## src/rtl/ex_mdu_pkg.sv

```systemverilog
// Shared opcode/result-class constants and divider state encoding for ex_mdu.
// Used by ex_mdu and, when EX_MDU_DIV_EN is defined, ex_mdu_div.
package ex_mdu_pkg;

  localparam int unsigned ALU_OP_W  = 8;
  localparam int unsigned ALU_SEL_W = 3;

  localparam logic [ALU_OP_W-1:0] EXE_NOP_OP  = 8'b0000_0000;
  localparam logic [ALU_OP_W-1:0] EXE_AND_OP  = 8'b0010_0100;
  localparam logic [ALU_OP_W-1:0] EXE_OR_OP   = 8'b0010_0101;
  localparam logic [ALU_OP_W-1:0] EXE_XOR_OP  = 8'b0010_0110;
  localparam logic [ALU_OP_W-1:0] EXE_NOR_OP  = 8'b0010_0111;
  localparam logic [ALU_OP_W-1:0] EXE_SLL_OP  = 8'b0111_1100;
  localparam logic [ALU_OP_W-1:0] EXE_SRL_OP  = 8'b0000_0010;
  localparam logic [ALU_OP_W-1:0] EXE_SRA_OP  = 8'b0000_0011;
  localparam logic [ALU_OP_W-1:0] EXE_ADDU_OP = 8'b0010_0001;
  localparam logic [ALU_OP_W-1:0] EXE_SUBU_OP = 8'b0010_0011;
  localparam logic [ALU_OP_W-1:0] EXE_SLT_OP  = 8'b0010_1010;
  localparam logic [ALU_OP_W-1:0] EXE_SLTU_OP = 8'b0010_1011;
  localparam logic [ALU_OP_W-1:0] EXE_MFHI_OP = 8'b0001_0000;
  localparam logic [ALU_OP_W-1:0] EXE_MTHI_OP = 8'b0001_0001;
  localparam logic [ALU_OP_W-1:0] EXE_MFLO_OP = 8'b0001_0010;
  localparam logic [ALU_OP_W-1:0] EXE_MTLO_OP = 8'b0001_0011;
  localparam logic [ALU_OP_W-1:0] EXE_DIV_OP  = 8'b0001_1010;
  localparam logic [ALU_OP_W-1:0] EXE_DIVU_OP = 8'b0001_1011;

  localparam logic [ALU_SEL_W-1:0] EXE_RES_NOP   = 3'b000;
  localparam logic [ALU_SEL_W-1:0] EXE_RES_LOGIC = 3'b001;
  localparam logic [ALU_SEL_W-1:0] EXE_RES_SHIFT = 3'b010;
  localparam logic [ALU_SEL_W-1:0] EXE_RES_MOVE  = 3'b011;
  localparam logic [ALU_SEL_W-1:0] EXE_RES_ARITH = 3'b100;

  typedef enum logic [1:0] {
    DIV_IDLE = 2'd0,
    DIV_BUSY = 2'd1,
    DIV_DONE = 2'd2
  } div_state_e;

  function automatic logic is_div(input logic [ALU_OP_W-1:0] op);
    return (op == EXE_DIV_OP) || (op == EXE_DIVU_OP);
  endfunction

endpackage

```

## src/rtl/ex_mdu_div.sv

```systemverilog
// Iterative restoring divider (signed/unsigned) with start/annul/done handshake.
// Instantiated by ex_mdu only when EX_MDU_DIV_EN is defined.
module ex_mdu_div
  import ex_mdu_pkg::*;
#(
  parameter int unsigned DATA_W = 32
) (
  input  logic              clk,
  input  logic              rst,
  input  logic              start,
  input  logic              signed_op,
  input  logic              annul,
  input  logic [DATA_W-1:0] dividend,
  input  logic [DATA_W-1:0] divisor,
  output logic              stall_c,
  output logic              done_c,
  output logic [DATA_W-1:0] quotient_c,
  output logic [DATA_W-1:0] remainder_c
);

  localparam int unsigned CNT_W = $clog2(DATA_W) + 1;

  div_state_e        state, state_n;
  logic [CNT_W-1:0]  count, count_n;
  logic [DATA_W-1:0] dq, dq_n, rem, rem_n, dvs, dvs_n;
  logic              neg_q, neg_q_n, neg_r, neg_r_n;
  logic              neg_a, neg_b;
  logic [DATA_W-1:0] mag_a, mag_b;
  logic [DATA_W:0]   trial;

  always_ff @(posedge clk) begin
    if (rst) begin
      state <= DIV_IDLE;
      count <= '0;
      dq    <= '0;
      rem   <= '0;
      dvs   <= '0;
      neg_q <= 1'b0;
      neg_r <= 1'b0;
    end else begin
      state <= state_n;
      count <= count_n;
      dq    <= dq_n;
      rem   <= rem_n;
      dvs   <= dvs_n;
      neg_q <= neg_q_n;
      neg_r <= neg_r_n;
    end
  end

  // Next state, one restoring step per BUSY cycle, and handshake outputs.
  always_comb begin
    state_n = state;
    count_n = count;
    dq_n    = dq;
    rem_n   = rem;
    dvs_n   = dvs;
    neg_q_n = neg_q;
    neg_r_n = neg_r;
    stall_c = 1'b0;
    done_c  = 1'b0;

    neg_a = signed_op & dividend[DATA_W-1];
    neg_b = signed_op & divisor[DATA_W-1];
    mag_a = neg_a ? -dividend : dividend;
    mag_b = neg_b ? -divisor : divisor;
    trial = {rem, dq[DATA_W-1]} - {1'b0, dvs};

    case (state)
      DIV_IDLE: begin
        if (start) begin
          stall_c = 1'b1;
          count_n = '0;
          rem_n   = '0;
          dvs_n   = mag_b;
          if (divisor == '0) begin
            dq_n    = '0;
            neg_q_n = 1'b0;
            neg_r_n = 1'b0;
            state_n = DIV_DONE;
          end else begin
            dq_n    = mag_a;
            neg_q_n = neg_a ^ neg_b;
            neg_r_n = neg_a;
            state_n = DIV_BUSY;
          end
        end
      end
      DIV_BUSY: begin
        stall_c = 1'b1;
        count_n = count + 1'b1;
        if (!trial[DATA_W]) begin
          rem_n = trial[DATA_W-1:0];
          dq_n  = {dq[DATA_W-2:0], 1'b1};
        end else begin
          rem_n = {rem[DATA_W-2:0], dq[DATA_W-1]};
          dq_n  = {dq[DATA_W-2:0], 1'b0};
        end
        if (count == CNT_W'(DATA_W - 1)) state_n = DIV_DONE;
      end
      DIV_DONE: begin
        done_c  = 1'b1;
        state_n = DIV_IDLE;
      end
      default: state_n = DIV_IDLE;
    endcase

    // A flush kills the divide outright: no hold, no HI/LO write.
    if (annul) begin
      state_n = DIV_IDLE;
      stall_c = 1'b0;
      done_c  = 1'b0;
    end

    quotient_c  = neg_q ? -dq : dq;
    remainder_c = neg_r ? -rem : rem;
  end

endmodule

```

## src/rtl/ex_mdu.sv

```systemverilog
// Execute stage: logic/shift/arith/move result classes plus optional iterative
// divider writing HI/LO; the divider is built only when EX_MDU_DIV_EN is defined.
module ex_mdu
  import ex_mdu_pkg::*;
#(
  parameter int unsigned DATA_W = 32,
  parameter int unsigned REG_AW = 5
) (
  input  logic                 clk,
  input  logic                 rst,
  input  logic [ALU_OP_W-1:0]  aluop_i,
  input  logic [ALU_SEL_W-1:0] alusel_i,
  input  logic [DATA_W-1:0]    reg1_i,
  input  logic [DATA_W-1:0]    reg2_i,
  input  logic [REG_AW-1:0]    wd_i,
  input  logic                 wreg_i,
  input  logic [DATA_W-1:0]    hi_i,
  input  logic [DATA_W-1:0]    lo_i,
  input  logic                 annul_i,
  output logic [REG_AW-1:0]    wd_o,
  output logic                 wreg_o,
  output logic [DATA_W-1:0]    wdata_o,
  output logic                 whilo_o,
  output logic [DATA_W-1:0]    hi_o,
  output logic [DATA_W-1:0]    lo_o,
  output logic                 stallreq_o
);

  localparam int unsigned SH_W = $clog2(DATA_W);

  logic [SH_W-1:0]   shamt;
  logic [DATA_W-1:0] logic_res, shift_res, arith_res, move_res, result;
  logic              div_stall, div_done;
  logic [DATA_W-1:0] div_q, div_r;

  assign shamt = reg1_i[SH_W-1:0];

  // Per-class results; anything unrecognised inside a class yields zero.
  always_comb begin
    logic_res = '0;
    shift_res = '0;
    arith_res = '0;
    move_res  = '0;
    case (aluop_i)
      EXE_OR_OP:   logic_res = reg1_i | reg2_i;
      EXE_AND_OP:  logic_res = reg1_i & reg2_i;
      EXE_XOR_OP:  logic_res = reg1_i ^ reg2_i;
      EXE_NOR_OP:  logic_res = ~(reg1_i | reg2_i);
      default:     logic_res = '0;
    endcase
    case (aluop_i)
      EXE_SLL_OP:  shift_res = reg2_i << shamt;
      EXE_SRL_OP:  shift_res = reg2_i >> shamt;
      EXE_SRA_OP:  shift_res = DATA_W'($signed(reg2_i) >>> shamt);
      default:     shift_res = '0;
    endcase
    case (aluop_i)
      EXE_ADDU_OP: arith_res = reg1_i + reg2_i;
      EXE_SUBU_OP: arith_res = reg1_i - reg2_i;
      EXE_SLT_OP:  arith_res = DATA_W'($signed(reg1_i) < $signed(reg2_i));
      EXE_SLTU_OP: arith_res = DATA_W'(reg1_i < reg2_i);
      default:     arith_res = '0;
    endcase
    case (aluop_i)
      EXE_MFHI_OP: move_res = hi_i;
      EXE_MFLO_OP: move_res = lo_i;
      default:     move_res = '0;
    endcase
  end

  always_comb begin
    case (alusel_i)
      EXE_RES_LOGIC: result = logic_res;
      EXE_RES_SHIFT: result = shift_res;
      EXE_RES_ARITH: result = arith_res;
      EXE_RES_MOVE:  result = move_res;
      default:       result = '0;
    endcase
  end

`ifdef EX_MDU_DIV_EN
  ex_mdu_div #(
    .DATA_W(DATA_W)
  ) u_div (
    .clk         (clk),
    .rst         (rst),
    .start       (is_div(aluop_i)),
    .signed_op   (aluop_i == EXE_DIV_OP),
    .annul       (annul_i),
    .dividend    (reg1_i),
    .divisor     (reg2_i),
    .stall_c     (div_stall),
    .done_c      (div_done),
    .quotient_c  (div_q),
    .remainder_c (div_r)
  );
`else
  logic unused_div;
  assign unused_div = ^{clk, annul_i};
  assign div_stall  = 1'b0;
  assign div_done   = 1'b0;
  assign div_q      = '0;
  assign div_r      = '0;
`endif

  // Output mux: divider completion owns HI/LO; reset forces every output low.
  always_comb begin
    wd_o       = wd_i;
    wreg_o     = wreg_i;
    wdata_o    = result;
    whilo_o    = 1'b0;
    hi_o       = '0;
    lo_o       = '0;
    stallreq_o = div_stall;
    if (div_done) begin
      whilo_o = 1'b1;
      hi_o    = div_r;
      lo_o    = div_q;
    end else if (aluop_i == EXE_MTHI_OP) begin
      whilo_o = 1'b1;
      hi_o    = reg1_i;
      lo_o    = lo_i;
    end else if (aluop_i == EXE_MTLO_OP) begin
      whilo_o = 1'b1;
      hi_o    = hi_i;
      lo_o    = reg1_i;
    end
    if (rst) begin
      wd_o       = '0;
      wreg_o     = 1'b0;
      wdata_o    = '0;
      whilo_o    = 1'b0;
      hi_o       = '0;
      lo_o       = '0;
      stallreq_o = 1'b0;
    end
  end

endmodule

```

## config.mk

```make
export PLATFORM = sky130hd
export DESIGN_NAME = ex_mdu
export DESIGN_NICKNAME = d
export VERILOG_FILES = /design/src/rtl/ex_mdu_pkg.sv /design/src/rtl/ex_mdu_div.sv /design/src/rtl/ex_mdu.sv
export SDC_FILE = /design/constraint.sdc
export NUM_CORES = 1
export LEC_CHECK = 0
export ABC_AREA = 1
export CORE_UTILIZATION = 50
export DETAILED_ROUTE_END_ITERATION = 10
export PLACE_DENSITY = 0.89
export SLEW_MARGIN = 5
export SYNTH_ARGS = -nofsm -noshare
export SYNTH_HDL_FRONTEND = slang
export SYNTH_SLANG_ARGS = --single-unit
```

## constraint.sdc

```tcl
create_clock -name vclk -period 7.3
set_input_delay 1.46 -clock vclk [all_inputs]
set_output_delay 1.46 -clock vclk [all_outputs]
set_load 0.005 [all_outputs]
```

==> metrics.md <==
| Metric | Value |
|---|---|
| Outcome | `finished, final reports clean` |
| Worst path cell trace | `clkdlybuf4s50_1 > clkinv_2 > ha_1 > inv_1 > nand2_1 > nand2_1 > nand3_1 > nand2_1 > nand2_1 > nand2_1 > nand2_1 > nand3_1 > nand3_1 > nand2_1 > nand2_1 > a21oi_1 > clkdlybuf4s50_1` |
| Vias in the first global route | `17600` |
| Yosys top cell area share | `27.3%` |
| CP max stage cell | `clkdlybuf4s50_1` |
| Peak supply drop | `0.0000413 V` |
| Uppermost routed layer | `met4` |
| Ports | `252` |
| Antenna viol nets, final | `0` |
| Pleak | `7.93 nW` |
| Total gr overflow | `0` |
| Routed wl met3 | `10.7 mm` |
| Post-synth net total | `2900` |
| Post-CTS Hold Fix Bufs | `0` |
| Via/cell ratio | `6.13` |
| Std cell rows | `57` |
| Pre-antenna DRT Iters | `7` |
| Routed wire length | `67.5 mm` |
| Setup bufs post-CTS | `0` |
| Final worst path period need | `6760 ps` |
| HP Class | `in2out` |
| Most used cell, CP | `nand2_1` |
| Tightest Pin Transition | `1190 ps` |
| Commonest non-fill, non-tap cell in the layout | `nand2_1` |
| Final hold vios | `0` |
| Core box area | `24400 um^2` |
| CP Data Required Time | `5840 ps` |
| Initial Util | `51.2%` |
| Drt drc | `0` |
| Max FO, Critical Path | `7` |
| CP delay by family, top | `buffers and inverters` |
| Largest cells by area after synthesis | `nand2_1 27%, nand3_1 16%, inv_1 12%` |
| M1 WL | `24.4 mm` |
| Post-Syn Area | `12500 um^2` |
| WL per Instance | `21.5 um` |
| Syn Area/Cell | `4.71 um^2` |
| Die footprint | `25600 um^2` |
| Share of cells above drive strength 1 | `3.48%` |
| Hold path cells | `4` |
| Unrepaired setup endpoints after global routing | `false` |
| CP arrival | `5300 ps` |
| Initial DRC count | `2733` |
| Port-buffer cells | `249` |
| Die Y-Extent | `160 um` |
| FFs & Latches | `0` |
| Slew headroom | `20.6%` |
| Gpl congestion | `1.12` |
| Fillers | `2583` |
| Tot GR Track Use | `50.6%` |
| Area leader, netlist | `nand2_1` |
| Sequential area share after synthesis | `0%` |
| CP Capture Type | `output pin` |
| DR WL met2 | `26.4 mm` |
| Buf/Inv on CP | `4` |
| Initial antenna violation count | `5` |
| Crit start category | `input pin` |
| Post-cts repair resize count | `0` |
| Fin area | `15100 um^2` |
| Final Setup Violations | `0` |
| Clock buffers | `0` |
| CP peak stage delay | `740 ps` |
| Area Growth Syn to Fin | `21.2%` |
| Fmax | `0.148 GHz` |
| Mapped Cells | `2651` |
| Cell area power density | `54.2 nW/um^2` |
| Die width | `160 um` |
| Total power | `820 uW` |
| Placed Area | `15100 um^2` |
| Synth warn | `0` |
| Largest net degree at the start of global routing | `70` |
| Yosys cell types | `44` |
| First-pass GRT wire length | `100 mm` |
| Nets | `3065` |
| Critical Path Stages | `17` |
| Setup TNS | `0 ps` |
| Setup CP Type | `in2out` |
| Max Cap Viol | `0` |
| Most frequent cells in the layout | `909 x nand2_1, 410 x nand3_1, 384 x inv_1` |
| Reg area | `0 um^2` |
| Via count | `19300` |
| Dpl hpwl | `53.1 mm` |
| Final number of max-transition violations | `0` |
| Tcrit/Tclk final | `92.6%` |
[through the flow]
stage	instances	utilization [%]	setup WS [ps]	hold slack, ps
after floorplan	2651	-	2350	2990
after global placement	3138	62.0	951	3820
after detailed placement	3138	62.0	894	3820
after CTS	3138	62.0	883	3830
after global routing	3139	62.0	495	3860
final	3142	62.0	544	3830
[logic make-up after synthesis]
logic type / after synthesis / synth area share [%]
AOI/OAI and AO/OA: 410 / 17.8
xor gates and xnor gates: 4 / 0.281
adders and majority gates: 101 / 10.2
buffers and inverters: 534 / 17.2
muxes: 2 / 0.160
other: 1 / 0.0300
and+or+nand+nor: 1599 / 54.3
[synth_stat cells, types with 8 or more instances]
cell	n
nand2_1	909
inv_2	14
o21ai_1	12
o22ai_1	33
inv_1	384
nand3_1	410
nor3_1	15
and2_1	14
ha_1	99
buf_2	67
o21ai_0	138
nand4_1	14
nor2_2	8
nor2_1	204
a21oi_1	174
a211oi_1	27
o211ai_1	10
clkbuf_1	46
buf_1	8
buf_4	9
[final cells by class]
class | instances | area [um^2] | share of cell area (%)
Multi-Input combinational cell | 2117 | 10400 | 68.5
Antenna cell | 4 | 10.0 | 0.0661
Inverter | 402 | 1520 | 10.0
Timing Repair Buffer | 295 | 2840 | 18.7
Tap cell | 324 | 405 | 2.68
[report_power, final]
part | total [mW] | switching, mW | internal, mW
registers | 0 | 0 | 0
logic | 0.820 | 0.561 | 0.259
clock network | 0.0000000289 | 0 | 0.0000000288
[path summary, 6_finish.rpt]
kind	start	end
setup / recovery	reg1_i[0]	wdata_o[31]
hold / removal	wd_i[0]	wd_o[0]
[layer usage]
| layer | vias up | global-route usage (%) |
|---|---|---|
| met2 | 1679 | 74.4 |
| met3 | 372 | 15.3 |
| met1 | 8382 | 62.1 |
| met4 | 0 | 37.2 |
| li1 | 8824 | - |
| met5 | - | 0 |
Power figures use the tool's default switching activity.
